<file path="src/rtl/wb_arbiter.sv">
// Write-back arbiter: merges unstalled ALU results with extended load results buffered
// in a small FIFO, drives the single register-file write port and a pending-write mask.
module wb_arbiter #(
    parameter int unsigned DEPTH = 4
) (
    input  logic        i_clk,
    input  logic        i_rst_n,
    input  logic        i_alu_wren,
    input  logic [4:0]  i_alu_rd_addr,
    input  logic [31:0] i_alu_rd_data,
    input  logic        i_lsu_valid,
    output logic        o_lsu_ready,
    input  logic [4:0]  i_lsu_rd_addr,
    input  logic [2:0]  i_lsu_funct3,
    input  logic [1:0]  i_lsu_offset,
    input  logic [31:0] i_lsu_rdata,
    output logic        o_rd_wren,
    output logic [4:0]  o_rd_addr,
    output logic [31:0] o_rd_data,
    output logic [31:0] o_busy_mask
);

    localparam int unsigned PW = $clog2(DEPTH);
    localparam int unsigned CW = PW + 1;

    logic [4:0]    fifo_addr_q [DEPTH];
    logic [31:0]   fifo_data_q [DEPTH];
    logic [PW-1:0] wr_ptr_q, wr_ptr_d;
    logic [PW-1:0] rd_ptr_q, rd_ptr_d;
    logic [CW-1:0] count_q, count_d;

    logic          wren_q, wren_d;
    logic [4:0]    addr_q, addr_d;
    logic [31:0]   data_q, data_d;

    logic          full, empty;
    logic          lsu_xfer, lsu_live, alu_live;
    logic          push, pop, bypass;
    logic [7:0]    lsu_byte;
    logic [15:0]   lsu_half;
    logic [31:0]   lsu_ext;
    logic [31:0]   busy_mask;

    assign full        = (count_q == CW'(DEPTH));
    assign empty       = (count_q == '0);
    assign o_lsu_ready = i_rst_n && !full;
    assign lsu_xfer    = i_lsu_valid && o_lsu_ready;
    assign lsu_live    = lsu_xfer && (i_lsu_rd_addr != 5'd0);
    assign alu_live    = i_alu_wren && (i_alu_rd_addr != 5'd0);

    // Buffered entries drain ahead of a fresh load, so bypass is only legal when empty.
    assign pop    = !alu_live && !empty;
    assign bypass = !alu_live && empty && lsu_live;
    assign push   = lsu_live && !bypass;

    always_comb begin
        lsu_byte = i_lsu_rdata[{i_lsu_offset, 3'b000} +: 8];
        lsu_half = i_lsu_offset[1] ? i_lsu_rdata[31:16] : i_lsu_rdata[15:0];
        case (i_lsu_funct3)
            3'b000:  lsu_ext = {{24{lsu_byte[7]}}, lsu_byte};
            3'b001:  lsu_ext = {{16{lsu_half[15]}}, lsu_half};
            3'b010:  lsu_ext = i_lsu_rdata;
            3'b100:  lsu_ext = {24'd0, lsu_byte};
            3'b101:  lsu_ext = {16'd0, lsu_half};
            default: lsu_ext = '0;
        endcase
    end

    always_comb begin
        wr_ptr_d = wr_ptr_q;
        rd_ptr_d = rd_ptr_q;
        count_d  = count_q + CW'(push) - CW'(pop);
        wren_d   = 1'b0;
        addr_d   = addr_q;
        data_d   = data_q;
        if (push) wr_ptr_d = wr_ptr_q + PW'(1);
        if (pop)  rd_ptr_d = rd_ptr_q + PW'(1);
        if (alu_live) begin
            wren_d = 1'b1;
            addr_d = i_alu_rd_addr;
            data_d = i_alu_rd_data;
        end else if (pop) begin
            wren_d = 1'b1;
            addr_d = fifo_addr_q[rd_ptr_q];
            data_d = fifo_data_q[rd_ptr_q];
        end else if (bypass) begin
            wren_d = 1'b1;
            addr_d = i_lsu_rd_addr;
            data_d = lsu_ext;
        end
    end

    always_ff @(posedge i_clk) begin
        if (!i_rst_n) begin
            wr_ptr_q <= '0;
            rd_ptr_q <= '0;
            count_q  <= '0;
            wren_q   <= 1'b0;
            addr_q   <= '0;
            data_q   <= '0;
        end else begin
            wr_ptr_q <= wr_ptr_d;
            rd_ptr_q <= rd_ptr_d;
            count_q  <= count_d;
            wren_q   <= wren_d;
            addr_q   <= addr_d;
            data_q   <= data_d;
        end
    end

    // Storage needs no reset: occupancy is tracked solely by count_q.
    always_ff @(posedge i_clk) begin
        if (push) begin
            fifo_addr_q[wr_ptr_q] <= i_lsu_rd_addr;
            fifo_data_q[wr_ptr_q] <= lsu_ext;
        end
    end

    always_comb begin
        busy_mask = '0;
        for (int unsigned i = 0; i < DEPTH; i++) begin
            if ({1'b0, PW'(PW'(i) - rd_ptr_q)} < count_q)
                busy_mask[fifo_addr_q[i]] = 1'b1;
        end
        if (wren_q) busy_mask[addr_q] = 1'b1;
    end

    assign o_busy_mask = busy_mask;
    assign o_rd_wren   = wren_q;
    assign o_rd_addr   = addr_q;
    assign o_rd_data   = data_q;

endmodule

</file>
<file path="config.mk">
export PLATFORM = sky130hd
export DESIGN_NAME = wb_arbiter
export DESIGN_NICKNAME = d
export VERILOG_FILES = /design/src/rtl/wb_arbiter.sv
export SDC_FILE = /design/constraint.sdc
export NUM_CORES = 1
export LEC_CHECK = 0
export ABC_AREA = 0
export ABC_CLOCK_PERIOD_IN_PS = 3000
export CORE_ASPECT_RATIO = 0.9
export CORE_UTILIZATION = 55
export CTS_CLUSTER_DIAMETER = 150
export CTS_CLUSTER_SIZE = 16
export DETAILED_ROUTE_END_ITERATION = 10
export PLACE_DENSITY = 0.81
export SYNTH_ARGS = -nofsm -noshare
export SYNTH_HDL_FRONTEND = slang
export SYNTH_SLANG_ARGS = --single-unit
</file>
<file path="constraint.sdc">
create_clock -name i_clk -period 3 [get_ports i_clk]
set_input_delay 0.6 -clock i_clk [delete_from_list [all_inputs] [get_ports i_clk]]
set_output_delay 0.6 -clock i_clk [all_outputs]
set_load 0.01 [all_outputs]
</file>
==> impl_metrics.env, run 1 <==
export IMPL_ir_worst_vdd_v=0.000547
export IMPL_crit_family="simple AND/OR/NAND/NOR gates"
export IMPL_cts_buffers=17
export IMPL_critPathRequiredTime_ns=2.40
export IMPL_yosys_cell_types_count=74
export IMPL_drive_above_1_share_pct=23.9
export IMPL_power_density_nw_per_um2=750
export IMPL_dr_pass1_iters=6
export IMPL_cp_arrival_ns=2.58
export IMPL_final_antenna_net_count=0
export IMPL_syn2layout_area_growth_pct=31.2
export IMPL_final_period_utilization_pct=106
export IMPL_syn_inst=899
export IMPL_synth_largest_area_cell="edfxtp_1"
export IMPL_ioPinCount=154
export IMPL_rows=46
export IMPL_maxCapViolations=0
export IMPL_crit_buf_inv=2
export IMPL_core_sq_um=17900
export IMPL_synth_seq_area_share_pct=52.7
export IMPL_crit_chain="xnor2_4 -> inv_2 -> ha_4 -> a21oi_4 -> o211ai_1 -> o22ai_1 -> or4_4 -> buf_6"
export IMPL_period_minus_slack_ns=3.18
export IMPL_synthArstFlopShare_pct=0
export IMPL_slew_headroom_pct=56.9
export IMPL_n_fill_cell=1162
export IMPL_num_antenna_cells=0
export IMPL_htree_levels=4
export IMPL_setup_slack_ns=-0.176
export IMPL_end_kind="output port"
export IMPL_synth_avg_cell_area_sq_um=11.4
export IMPL_cts_buffer_depth=2
export IMPL_ctsHoldBuffers=0
export IMPL_wire_per_inst_um=26.3
export IMPL_grt_overflow_total=0
export IMPL_synth_area_leaders="edfxtp_1 (43%), dfxtp_1 (9.2%), mux4_2 (8.2%)"
export IMPL_critPathMaxFanout=6
export IMPL_tightest_slew_ns=0.646
export IMPL_dieHeight_um=131
export IMPL_grt_max_degree=53
export IMPL_path_clk_slew_ns=0.08
export IMPL_dp_hpwl_um=24500
export IMPL_rrSetupSlack_ns=0.22
export IMPL_via_count=9191
export IMPL_io_buffer_count=153
export IMPL_yosysMostFrequentCell="edfxtp_1"
export IMPL_cpPeakStageDelay_ns=0.55
export IMPL_ys_flop_type="edfxtp_1"
export IMPL_wirelength_um=35800
export IMPL_finalMaxSlewViolations=0
export IMPL_cts_sinks=195
export IMPL_leakagePower_uw=0.00481
export IMPL_slowest_stage="or4_4"
export IMPL_nets=1200
export IMPL_synth_common_cells="edfxtp_1 (148), nand2_1 (96), nor2_1 (54), dfxtp_1 (47), a21oi_1 (42)"
export IMPL_violations="setup timing"
export IMPL_path_class="reg -> out"
export IMPL_hold_viol=0
export IMPL_dieArea_sq_um=19100
export IMPL_root_buffer="clkbuf_16"
export IMPL_drc_errors=0
export IMPL_grt_total_usage_pct=37.4
export IMPL_antenna_found_initial=0
export IMPL_start_util_pct=57.1
export IMPL_timing_hold_ws_ns=0.475
export IMPL_synth_edf_count=148
export IMPL_synth_warnings=0
export IMPL_yosys_register_bits=195
export IMPL_status="finished, violations left"
export IMPL_cts_tree="yes"
export IMPL_clkLatencyLatePin_ns=0.45
export IMPL_via_per_inst=6.76
export IMPL_synth_top_cell_area_share_pct=43.5
export IMPL_max_freq_mhz=315
export IMPL_die_x_um=146
export IMPL_setup_viol=24
export IMPL_synth_area_sq_um=10200
export IMPL_tns_ns=-1.71
export IMPL_final_setup_skew_ns=0.0165
export IMPL_cp_start_kind="register"
export IMPL_drt_iter0_drc=1167
export IMPL_grt_pass1_vias=8842
export IMPL_hp_class="reg -> reg"
export IMPL_syn_num_nets=993
export IMPL_grt_first_pass_wirelength_um=53800
export IMPL_rsz0062_at_grt="yes"
export IMPL_place_gp_congestion=0.994
path summary, 6_finish.rpt:
| check | to | depth (start not counted) | start |
|---|---|---|---|
| worst min register to register | o_rd_data[6] | 2 | o_rd_data[6] |
| worst max register to register | count_q[2] | 11 | count_q[2] |
| worst min-delay path | o_rd_data[6] | 2 | o_rd_data[6] |
| worst max-delay path | o_busy_mask[20] | 8 | rd_ptr_q[0] |
logic make-up after synthesis:
logic type	share of synthesized area (%)
AND/OR/NAND/NOR	15.6
AO/OA/AOI/OAI	16.6
adder cells (fa/ha/maj)	1.42
buffers and inverters	3.22
flip-flops	52.7
XOR/XNOR	0.514
multiplexers	9.93
timing repair:
item,CTS,global route
endpoints found under the hold margin,0,0
endpoints found under the setup margin,32,32
cloned,0,1
setup buffers,8,2
resized for setup,169,32
pin swaps,28,14
power breakdown:
part           total (uW)  switching, uW  internal, uW
clock                2370           1220          1150
combinational        4140           2180          1960
sequential           3550            306          3240
sequential cells by signal, indices dropped and copies added (netlist names), named ones only:
signal       flops
fifo_data_q    128
o_rd_data       32
fifo_addr_q     20
o_rd_addr        5
count_q          3
rd_ptr_q         2
wr_ptr_q         2
o_rd_wren        1
routing by layer:
layer  track usage, %  share of wire (%)  routed length [um]
met1             52.8                 40               14200
met2             58.6                 46               16600
met3             7.50                 11                4060
met4             11.3                2.8                1010
met5                0                  0                   0
placed cells by master, fill, tap and decap left out, types with 5 or more instances in the layout:
cell               n
clkdlybuf4s50_1  120
buf_6             16
clkbuf_16         17
ha_1               7
o21ai_0           33
mux2_2             8
clkinv_8           5
and2_1            16
nand3_2            5
a221o_1            9
nor2b_1           21
a21oi_1           41
o2bb2a_1          14
a31oi_1           20
buf_2             29
mux2i_1            8
a31o_1             6
nand3_1           15
buf_12             7
or4_1              9
buf_4             77
nand2b_1          15
nand2_1           94
nor2_1            54
mux4_2            37
nor3_1            25
nor4_1             6
dfxtp_1           43
o211ai_1          13
o21ai_1            9
o22ai_1           32
inv_1             10
edfxtp_1         148
or3_1             24
area by class of cell:
cell class / instances / area (sq um) / share of cell area [%]
clock buffers: 17 / 425 / 3.17
well taps: 240 / 300 / 2.24
repair buffers: 249 / 2240 / 16.7
flip-flops and latches: 195 / 5390 / 40.2
inverters: 13 / 48.8 / 0.364
clock inverters: 15 / 194 / 1.45
multi-input cells: 630 / 4800 / 35.8
worst register-to-register path: stages, from the launching register on:
cell     delay [ns]
dfxtp_1        0.57
buf_4          0.23
nor4_1         0.06
a21o_1         0.22
nor3_2         0.30
inv_1          0.09
ha_1           0.29
inv_1          0.04
ha_1           0.18
fa_1           0.38
xnor2_1        0.15
and2_1         0.16
stage by stage:
stage               power (uW)  std cells  utilization (%)  setup WS [ns]  area (sq um)
CTS                       9780       1356             74.0        -0.0792         13200
floorplan                 5480        899                -          0.326         10200
global placement          7110       1317             69.9         -0.158         12500
global route             10400       1359             74.9         -0.222         13400
detailed placement        7180       1317             69.9         -0.199         12500
finish                   10100       1359             74.9         -0.176         13400
No activity file was read; power rests on OpenSTA's default activity.
==> inputs of run 2 (changes only) <==
--- a/config.mk
+++ b/config.mk
@@ -13,6 +13,7 @@
 export CTS_CLUSTER_SIZE = 16
 export DETAILED_ROUTE_END_ITERATION = 10
 export PLACE_DENSITY = 0.81
+export SKIP_CTS_REPAIR_TIMING = 1
 export SYNTH_ARGS = -nofsm -noshare
 export SYNTH_HDL_FRONTEND = slang
 export SYNTH_SLANG_ARGS = --single-unit
==> run 2 against run 1 <==
Net effect:
- count of clock-buffer cells in the layout unchanged
- via count decreased by 0.75%
- sequential cell count did not move
- highest routed layer unchanged
- the run still ends with setup timing left
- wire length decreased by 0.30%
- maximum frequency is 0.37% higher
- utilization increased by 0.15 points
- critical endpoint is now o_busy_mask[30]
- clock power is essentially flat
==> impl_metrics.env, run 2 (synthesis gave the netlist of run 1 again) <==
export IMPL_violations="setup timing"
export IMPL_place_ws_ns=-0.199
export IMPL_rr_worst_depth=11
export IMPL_power_frac_clock_pct=23.7
export IMPL_place_gp_congestion=0.994
export IMPL_finalMaxSlewViolations=0
export IMPL_antenna_found_initial=0
export IMPL_setup_slack_ns=-0.164
export IMPL_critPathRequiredTime_ns=2.40
export IMPL_timing_hold_ws_ns=0.476
export IMPL_cp_arrival_ns=2.56
export IMPL_rsz0062_at_grt="yes"
export IMPL_cts_buffers=17
export IMPL_via_per_inst=6.71
export IMPL_root_buffer="clkbuf_16"
export IMPL_grt_pass1_vias=8634
export IMPL_grt_overflow_total=0
export IMPL_core_sq_um=17900
export IMPL_final_common_cell="edfxtp_1"
export IMPL_clkLatencyLatePin_ns=0.45
export IMPL_final_antenna_net_count=0
export IMPL_grt_max_degree=53
export IMPL_swShare_pct=36.8
export IMPL_power_density_nw_per_um2=747
export IMPL_num_antenna_cells=0
export IMPL_die_x_um=146
export IMPL_cts_buffer_depth=2
export IMPL_nets=1201
export IMPL_cts_sinks=195
export IMPL_largest_reg_flops=128
export IMPL_path_clk_slew_ns=0.08
export IMPL_ioPinCount=154
export IMPL_worstHoldPathCells=2
export IMPL_leakagePower_uw=0.00483
export IMPL_critPathMaxFanout=5
export IMPL_setup_viol=27
export IMPL_pwr_share_comb_pct=41.0
export IMPL_path_class="reg -> out"
export IMPL_via_count=9122
export IMPL_grt_total_usage_pct=36.8
export IMPL_cpPeakStageDelay_ns=0.43
export IMPL_dieArea_sq_um=19100
export IMPL_drt_iter0_drc=1228
export IMPL_ir_worst_vdd_v=0.000556
export IMPL_cp_start_kind="register"
export IMPL_dieHeight_um=131
export IMPL_p_seq_share_pct=35.4
export IMPL_crit_top_cell="buf_6"
export IMPL_grt_first_pass_wirelength_um=52700
export IMPL_start_util_pct=57.1
export IMPL_syn2layout_area_growth_pct=31.5
export IMPL_io_buffer_count=153
export IMPL_tightest_slew_ns=0.653
export IMPL_rows=46
export IMPL_largest_register="fifo_data_q"
export IMPL_slowest_stage="or4_4"
export IMPL_crit_family="simple AND/OR/NAND/NOR gates"
export IMPL_final_period_utilization_pct=105
export IMPL_hp_class="reg -> reg"
export IMPL_end_kind="output port"
export IMPL_internal_power_uw=6340
export IMPL_drive_above_1_share_pct=24.2
export IMPL_crit_buf_inv=3
export IMPL_period_minus_slack_ns=3.16
export IMPL_htree_levels=4
export IMPL_slew_headroom_pct=56.4
export IMPL_final_setup_skew_ns=0.0158
export IMPL_cts_tree="yes"
export IMPL_path_depth=9
export IMPL_status="finished, violations left"
export IMPL_switchingPower_uw=3690
export IMPL_crit_chain="inv_4 -> ha_4 -> a21boi_4 -> o21bai_4 -> buf_6 -> and2_4 -> a41o_1 -> or4_4 -> buf_6"
export IMPL_wirelength_um=35700
export IMPL_hold_viol=0
export IMPL_layout_common_cells="edfxtp_1 (148), clkdlybuf4s50_1 (120), nand2_1 (95)"
export IMPL_dp_hpwl_um=24500
export IMPL_n_fill_cell=1166
export IMPL_max_freq_mhz=316
export IMPL_dr_pass1_iters=5
export IMPL_drc_errors=0
export IMPL_maxCapViolations=0
export IMPL_wire_per_inst_um=26.2
==> run 2: cell types whose count changed in the layout (fill, tap and decap cells not counted), moves of 2 or more <==
cell            delta
o22ai_2            +6
o22ai_1            -6
buf_2             -12
dlymetal6s2s_1     +2
buf_4              +2
clkbuf_2          +10
==> run 2: cell type report <==
type	instances	area [sq um]	share of cell area, %
multi-input cells	630	4810	35.8
well taps	240	300	2.24
inverters	13	51.3	0.382
clock buffers	17	425	3.17
flip-flops and latches	195	5400	40.2
clock inverters	15	194	1.44
repair buffers	250	2260	16.8
==> run 2: power by group through the flow <==
stage / logic, uW / clock network [uW] / registers, uW
global route: 4300 / 2460 / 3590
finish: 4110 / 2370 / 3550
CTS: 3670 / 2380 / 3520
floorplan: 1960 / 0 / 3530
detailed placement: 3610 / 0 / 3570
global placement: 3560 / 0 / 3550
==> run 2: routing by layer <==
metal  global-route usage (%)  share of wire [%]  up-vias
li1                         -                  -     3920
met5                        0                  0        -
met2                     57.2                 46      666
met4                     10.9                2.6        0
met1                     52.1                 41     4452
met3                     7.74                 10       84
==> run 2: worst reg2reg max path, cell delays in order (launching register included) <==
cell     delay, ns
dfxtp_1       0.58
buf_4         0.23
nor4_1        0.06
a21o_1        0.22
nor3_2        0.30
inv_1         0.09
ha_1          0.28
inv_1         0.05
ha_1          0.19
fa_1          0.39
xnor2_1       0.15
and2_1        0.16
==> run 2: metrics by stage <==
step           utilization, %  total power (uW)  setup TNS, ns  instance area (sq um)  cells
2_1_floorplan               -              5480              0                  10200    899
3_3_place_gp             69.9              7110         -0.932                  12500   1317
3_5_place_dp             69.9              7180          -1.48                  12500   1317
4_1_cts                  73.3              9570         -16.68                  13100   1349
5_1_grt                  75.1             10400          -3.70                  13400   1360
6_report                 75.1             10000          -1.94                  13400   1360
==> run 2: final timing paths <==
kind                                         to          from  slack (ns)
worst max-delay path            o_busy_mask[30]   rd_ptr_q[1]       -0.16
worst min-delay path               o_rd_data[6]  o_rd_data[6]        0.48
worst max register to register       count_q[2]    count_q[2]        0.20
worst min register to register     o_rd_data[6]  o_rd_data[6]        0.48
==> inputs of run 3 (changes only) <==
--- a/config.mk
+++ b/config.mk
@@ -10,7 +10,6 @@
 export CORE_ASPECT_RATIO = 0.9
 export CORE_UTILIZATION = 55
 export CTS_CLUSTER_DIAMETER = 150
-export CTS_CLUSTER_SIZE = 16
 export DETAILED_ROUTE_END_ITERATION = 10
 export PLACE_DENSITY = 0.81
 export SKIP_CTS_REPAIR_TIMING = 1
==> results of run 3 <==
No change in the layout: final DEF, timing and power equal those of run 2.
